==> config.mk <==
export PLATFORM = sky130hd
export DESIGN_NAME = s2_demux
export DESIGN_NICKNAME = d
export VERILOG_FILES = /design/src/rtl/s2_demux.sv
export SDC_FILE = /design/constraint.sdc
export NUM_CORES = 1
export LEC_CHECK = 0
export BUFFER_PORTS_ARGS = -buffer_cell sky130_fd_sc_hd__buf_2
export CAP_MARGIN = 30
export CELL_PAD_IN_SITES_DETAIL_PLACEMENT = 0
export CELL_PAD_IN_SITES_GLOBAL_PLACEMENT = 2
export CORE_MARGIN = 2
export CORE_UTILIZATION = 31
export DETAILED_ROUTE_END_ITERATION = 6
export PLACE_DENSITY = 0.81
export SYNTH_ARGS = -nofsm -noshare
export SYNTH_HDL_FRONTEND = slang
export SYNTH_SLANG_ARGS = --single-unit
==> constraint.sdc <==
create_clock -name clk -period 1.65 [get_ports clk]
set_input_delay 0.165 -clock clk [delete_from_list [all_inputs] [get_ports clk]]
set_output_delay 0.165 -clock clk [all_outputs]
set_load 0.01 [all_outputs]
==> src/rtl/s2_demux.sv <==
// Registered 1-to-4 demultiplexer: steers one input word into one of four
// holding registers chosen by the A1/B1/A0/B0 decode, with per-channel valid/ack.
module s2_demux #(
   parameter int size = 5
) (
   input  logic            clk,
   input  logic            CLR,
   input  logic [size-1:0] din,
   input  logic            din_valid,
   output logic            din_ready,
   input  logic            A1,
   input  logic            B1,
   input  logic            A0,
   input  logic            B0,
   output logic [size-1:0] Q00,
   output logic [size-1:0] Q01,
   output logic [size-1:0] Q10,
   output logic [size-1:0] Q11,
   output logic [3:0]      q_valid,
   input  logic [3:0]      q_ack,
   output logic [7:0]      accept_cnt
);

   typedef enum logic {EMPTY = 1'b0, FULL = 1'b1} chan_state_t;

   chan_state_t     state     [4];
   chan_state_t     state_nxt [4];
   logic [1:0]      sel;
   logic            accept;
   logic [size-1:0] q [4];

   assign sel       = {A1 | B1, A0 & B0};
   // A full channel can still take a word on the edge its consumer drains it.
   assign din_ready = ~q_valid[sel] | q_ack[sel];
   assign accept    = din_valid & din_ready;

   always_ff @(posedge clk or posedge CLR) begin
      if (CLR) begin
         for (int i = 0; i < 4; i++) state[i] <= EMPTY;
      end else begin
         for (int i = 0; i < 4; i++) state[i] <= state_nxt[i];
      end
   end

   always_comb begin
      for (int i = 0; i < 4; i++) begin
         state_nxt[i] = state[i];
         case (state[i])
            EMPTY: if (accept && sel == 2'(i)) state_nxt[i] = FULL;
            FULL: begin
               if (accept && sel == 2'(i)) state_nxt[i] = FULL;
               else if (q_ack[i])           state_nxt[i] = EMPTY;
            end
            default: state_nxt[i] = EMPTY;
         endcase
      end
   end

   always_comb begin
      q_valid = '0;
      for (int i = 0; i < 4; i++) q_valid[i] = (state[i] == FULL);
   end

   // Holding registers keep stale data after consumption; only q_valid qualifies them.
   always_ff @(posedge clk or posedge CLR) begin
      if (CLR) begin
         for (int i = 0; i < 4; i++) q[i] <= '0;
      end else if (accept) begin
         q[sel] <= din;
      end
   end

   always_ff @(posedge clk or posedge CLR) begin
      if (CLR)         accept_cnt <= 8'd0;
      else if (accept) accept_cnt <= accept_cnt + 8'd1;
   end

   assign Q00 = q[0];
   assign Q01 = q[1];
   assign Q10 = q[2];
   assign Q11 = q[3];

endmodule
==> out/summary.json <==
{
  "cts": {
    "cts_tree": "built",
    "cts.root.buffer_cell": "sky130_fd_sc_hd__clkbuf_8",
    "path_clk_slew_ps": 70,
    "cts_htree_levels": 2,
    "clock_insertion_delay_worst_skew_ps": 280,
    "cts_buffers": 5,
    "buffers_from_clock_root_to_sink_at_most": 2,
    "clock_net_sink_count": 32
  },
  "power": {
    "p_sw_frac": 0.3090,
    "power.combinational.fraction": 0.269,
    "power_frac_seq": 0.473,
    "power.net_switching_uw": 737.3,
    "internal_power_uw": 1649,
    "p_leak_uw": 0.0008693,
    "clkPwrFrac": 0.258,
    "pwr_density_cell_nw_per_um2": 1361,
    "max-vdd-ir-drop_v": 0.0005488
  },
  "placement": {
    "hpwlAfterDp_mm": 2.119,
    "placedCellCount": 195,
    "portBuffers": 48,
    "routabilityCongestion": 0.7123,
    "postPlaceCellArea_sq_um": 1637
  },
  "logic_synthesis": {
    "leading_post_synthesis_cells_by_cell_area": "sky130_fd_sc_hd__dfrtp_1 61%, sky130_fd_sc_hd__mux2_2 17%, sky130_fd_sc_hd__xnor2_1 4.7%",
    "synth_seq_area_share": 0.6084,
    "synthCells": 95,
    "ys_ff_latch": 32,
    "synth_top_area_cell": "sky130_fd_sc_hd__dfrtp_1",
    "syn_area_sq_um": 1316,
    "avgSynthCellArea_sq_um": 13.86,
    "ys_warn_count": 0,
    "ys_types": 18,
    "synthesized_netlist_net_count": 112,
    "synthDominantCellAreaShare": 0.6084
  },
  "critical_path": {
    "path_cells": "nand2b_4, mux4_2, buf_6",
    "end_kind": "output port",
    "total_buffers_and_inverters_traversed_by_the_critical_path": 1,
    "setup.worst_path.class": "register to output port",
    "crit_path_top_delay_cell": "sky130_fd_sc_hd__mux4_2",
    "cp_data_arrival_time_ps": 1420,
    "slowest_delay_ps": 530,
    "critical_path.top_delay_family": "multiplexers",
    "path_max_fanout": 4,
    "worst_ep_required_time_ps": 1480,
    "startpoint_type": "register"
  },
  "timing": {
    "timing.fmax_mhz": 629.6,
    "slew-limit-headroom": 0.7196,
    "worst_slew_pin_slew_ps": 419.3,
    "final-hold-violation-count": 0,
    "rsz_0062_raised_after_global_routing": "yes",
    "layout_min_cycle_time_ps": 1588,
    "slew_violations": 0,
    "report.final.setup_viol": 0,
    "worst_hold_slack_ps": 145.6,
    "post-route-period-util": 0.9626,
    "timing.clock.skew_ps": 5.969
  },
  "run_status": {
    "status": "finished clean"
  },
  "die": {
    "io_pins": 49,
    "coreArea_sq_um": 4058,
    "die_area_sq_um": 4783,
    "die_h_um": 69.16,
    "floorplan.initialDensity": 0.3244,
    "rows": 23,
    "die-width_um": 69.16
  },
  "job": {
    "timing.max_cap.violations": 0
  },
  "global_routing": {
    "grt_util_all_layers": 0.1323,
    "antenna_violations_before_repair": 0,
    "vias_in_the_first_global_route": 1072,
    "grt_max_degree": 33,
    "grt_pass1_wl_mm": 4.968,
    "overflow": 0
  },
  "routing": {
    "vias_per_cell": 4.620,
    "wl_per_instance_um": 14.05,
    "wirelength_mm": 2.881,
    "drt_first_iter_violations": 38,
    "remaining_drc_errors": 0,
    "routed-via-count": 947,
    "route.antenna.remaining_nets": 0,
    "dr.pass1.iters": 4
  },
  "cells_and_area": {
    "nNetsFinal": 171,
    "diodes_inserted": 0,
    "finished_layout_cell_area_sq_um": 1753,
    "area_growth_syn_to_layout_pct": 33.17,
    "instances_no_fill": 205,
    "final_layout_size_suffix_gt1_frac": 0.5484
  },
  "min_path": {
    "worst_hold_path_type": "input pin to register"
  }
}
==> cells in the final DEF (no fill, tap or decap) <==
cell	synthesis	final
sky130_fd_sc_hd__buf_2	1	47
sky130_fd_sc_hd__dfrtp_1	32	32
sky130_fd_sc_hd__mux2_2	20	20
sky130_fd_sc_hd__xnor2_1	7	7
sky130_fd_sc_hd__nand3_1	6	6
sky130_fd_sc_hd__nand4_1	6	6
sky130_fd_sc_hd__clkbuf_8	0	6
sky130_fd_sc_hd__nand2_1	5	5
sky130_fd_sc_hd__buf_4	0	4
sky130_fd_sc_hd__nand2b_1	3	3
sky130_fd_sc_hd__nor2_1	3	3
sky130_fd_sc_hd__nand2_2	2	2
sky130_fd_sc_hd__and3_1	2	2
sky130_fd_sc_hd__and2_1	2	2
sky130_fd_sc_hd__clkinv_2	0	2
sky130_fd_sc_hd__nand2b_4	1	1
sky130_fd_sc_hd__mux4_2	1	1
sky130_fd_sc_hd__mux2_1	1	1
sky130_fd_sc_hd__or2_2	1	1
sky130_fd_sc_hd__inv_1	1	1
sky130_fd_sc_hd__ha_1	1	1
sky130_fd_sc_hd__dlygate4sd3_1	0	1
sky130_fd_sc_hd__buf_6	0	1
==> tightest hold or removal path: stages <==
cell                       delay, ps
sky130_fd_sc_hd__buf_2            80
sky130_fd_sc_hd__nand2b_4        110
sky130_fd_sc_hd__nand2_1          40
==> registers in the layout, summed over array words and instances (netlist names) <==
signal / count
Q10: 5
q_valid: 4
accept_cnt: 8
Q00: 5
Q01: 5
Q11: 5
==> per-layer routing <==
metal	vias up	global-route usage	share of wire
met1	459	0.1510	0.42
met3	6	0.04825	0.076
met4	0	0.05882	0.015
met2	37	0.2212	0.49
met5	-	0	0
li1	445	-	-
==> power groups by stage <==
stage	combinational (uW)	clock, uW	sequential (uW)
6_report	642	615	1130
2_1_floorplan	272	0	1220
4_1_cts	653	638	1130
5_1_grt	718	669	1160
3_5_place_dp	648	0	1140
3_3_place_gp	639	0	1130
==> cell families (layout without fill, tap and decap cells) <==
family | count (synthesis) | after routing | share of synthesized area
XOR/XNOR | 7 | 7 | 0.04658
multiplexers | 22 | 22 | 0.1968
buffers and inverters | 2 | 62 | 0.006648
adder cells (fa/ha/maj) | 1 | 1 | 0.009504
AND/OR/NAND/NOR | 31 | 31 | 0.1321
flip-flops | 32 | 32 | 0.6084
==> worst paths after layout <==
kind | start | to | slack, ps | depth (start not counted)
worst max-delay path | q_valid[0] | din_ready | 60 | 3
worst min-delay path | q_ack[0] | q_valid[0] | 150 | 3
worst max register to register | q_valid[0] | accept_cnt[1] | 100 | 4
worst min register to register | accept_cnt[7] | accept_cnt[7] | 470 | 1
max in group asynchronous | CLR | Q00[3] | 850 | 4
min in group asynchronous | CLR | accept_cnt[5] | 500 | 4
==> layout make-up <==
class	instances	area (sq um)
clock buffers	6	82.58
clock inverters	2	10.01
fillers	398	2305
inverters	1	3.754
multi-input cells	61	506.7
flip-flops and latches	32	800.8
well taps	50	62.56
repair buffers	53	286.5
==> per-stage QoR <==
stage	setup slack [ps]	util	TNS [ps]	total power, uW
floorplan	52.23	-	0	1492
global placement	197.0	0.4033	0	1773
detailed placement	167.4	0.4033	0	1792
CTS	39.55	0.4305	0	2424
global route	-0.6117	0.4320	-0.6117	2549
finish	61.74	0.4320	0	2386
==> cells in the mapped netlist (all sizes together) <==
master and instances:
and3 2, or2 1, inv 1, mux4 1, buf 1, and2 2
mux2 21, ha 1, nand2b 4, nand3 6, nand2 7, nand4 6
dfrtp 32, xnor2 7, nor2 3
==> timing repair <==
action                     in CTS  in global routing
hold endpoints to repair       32                  0
buffers inserted                2                  0
hold buffers                    1                  0
resized for setup               0                  1
setup endpoints to repair       1                  1
(Power assumes the default switching activity.)
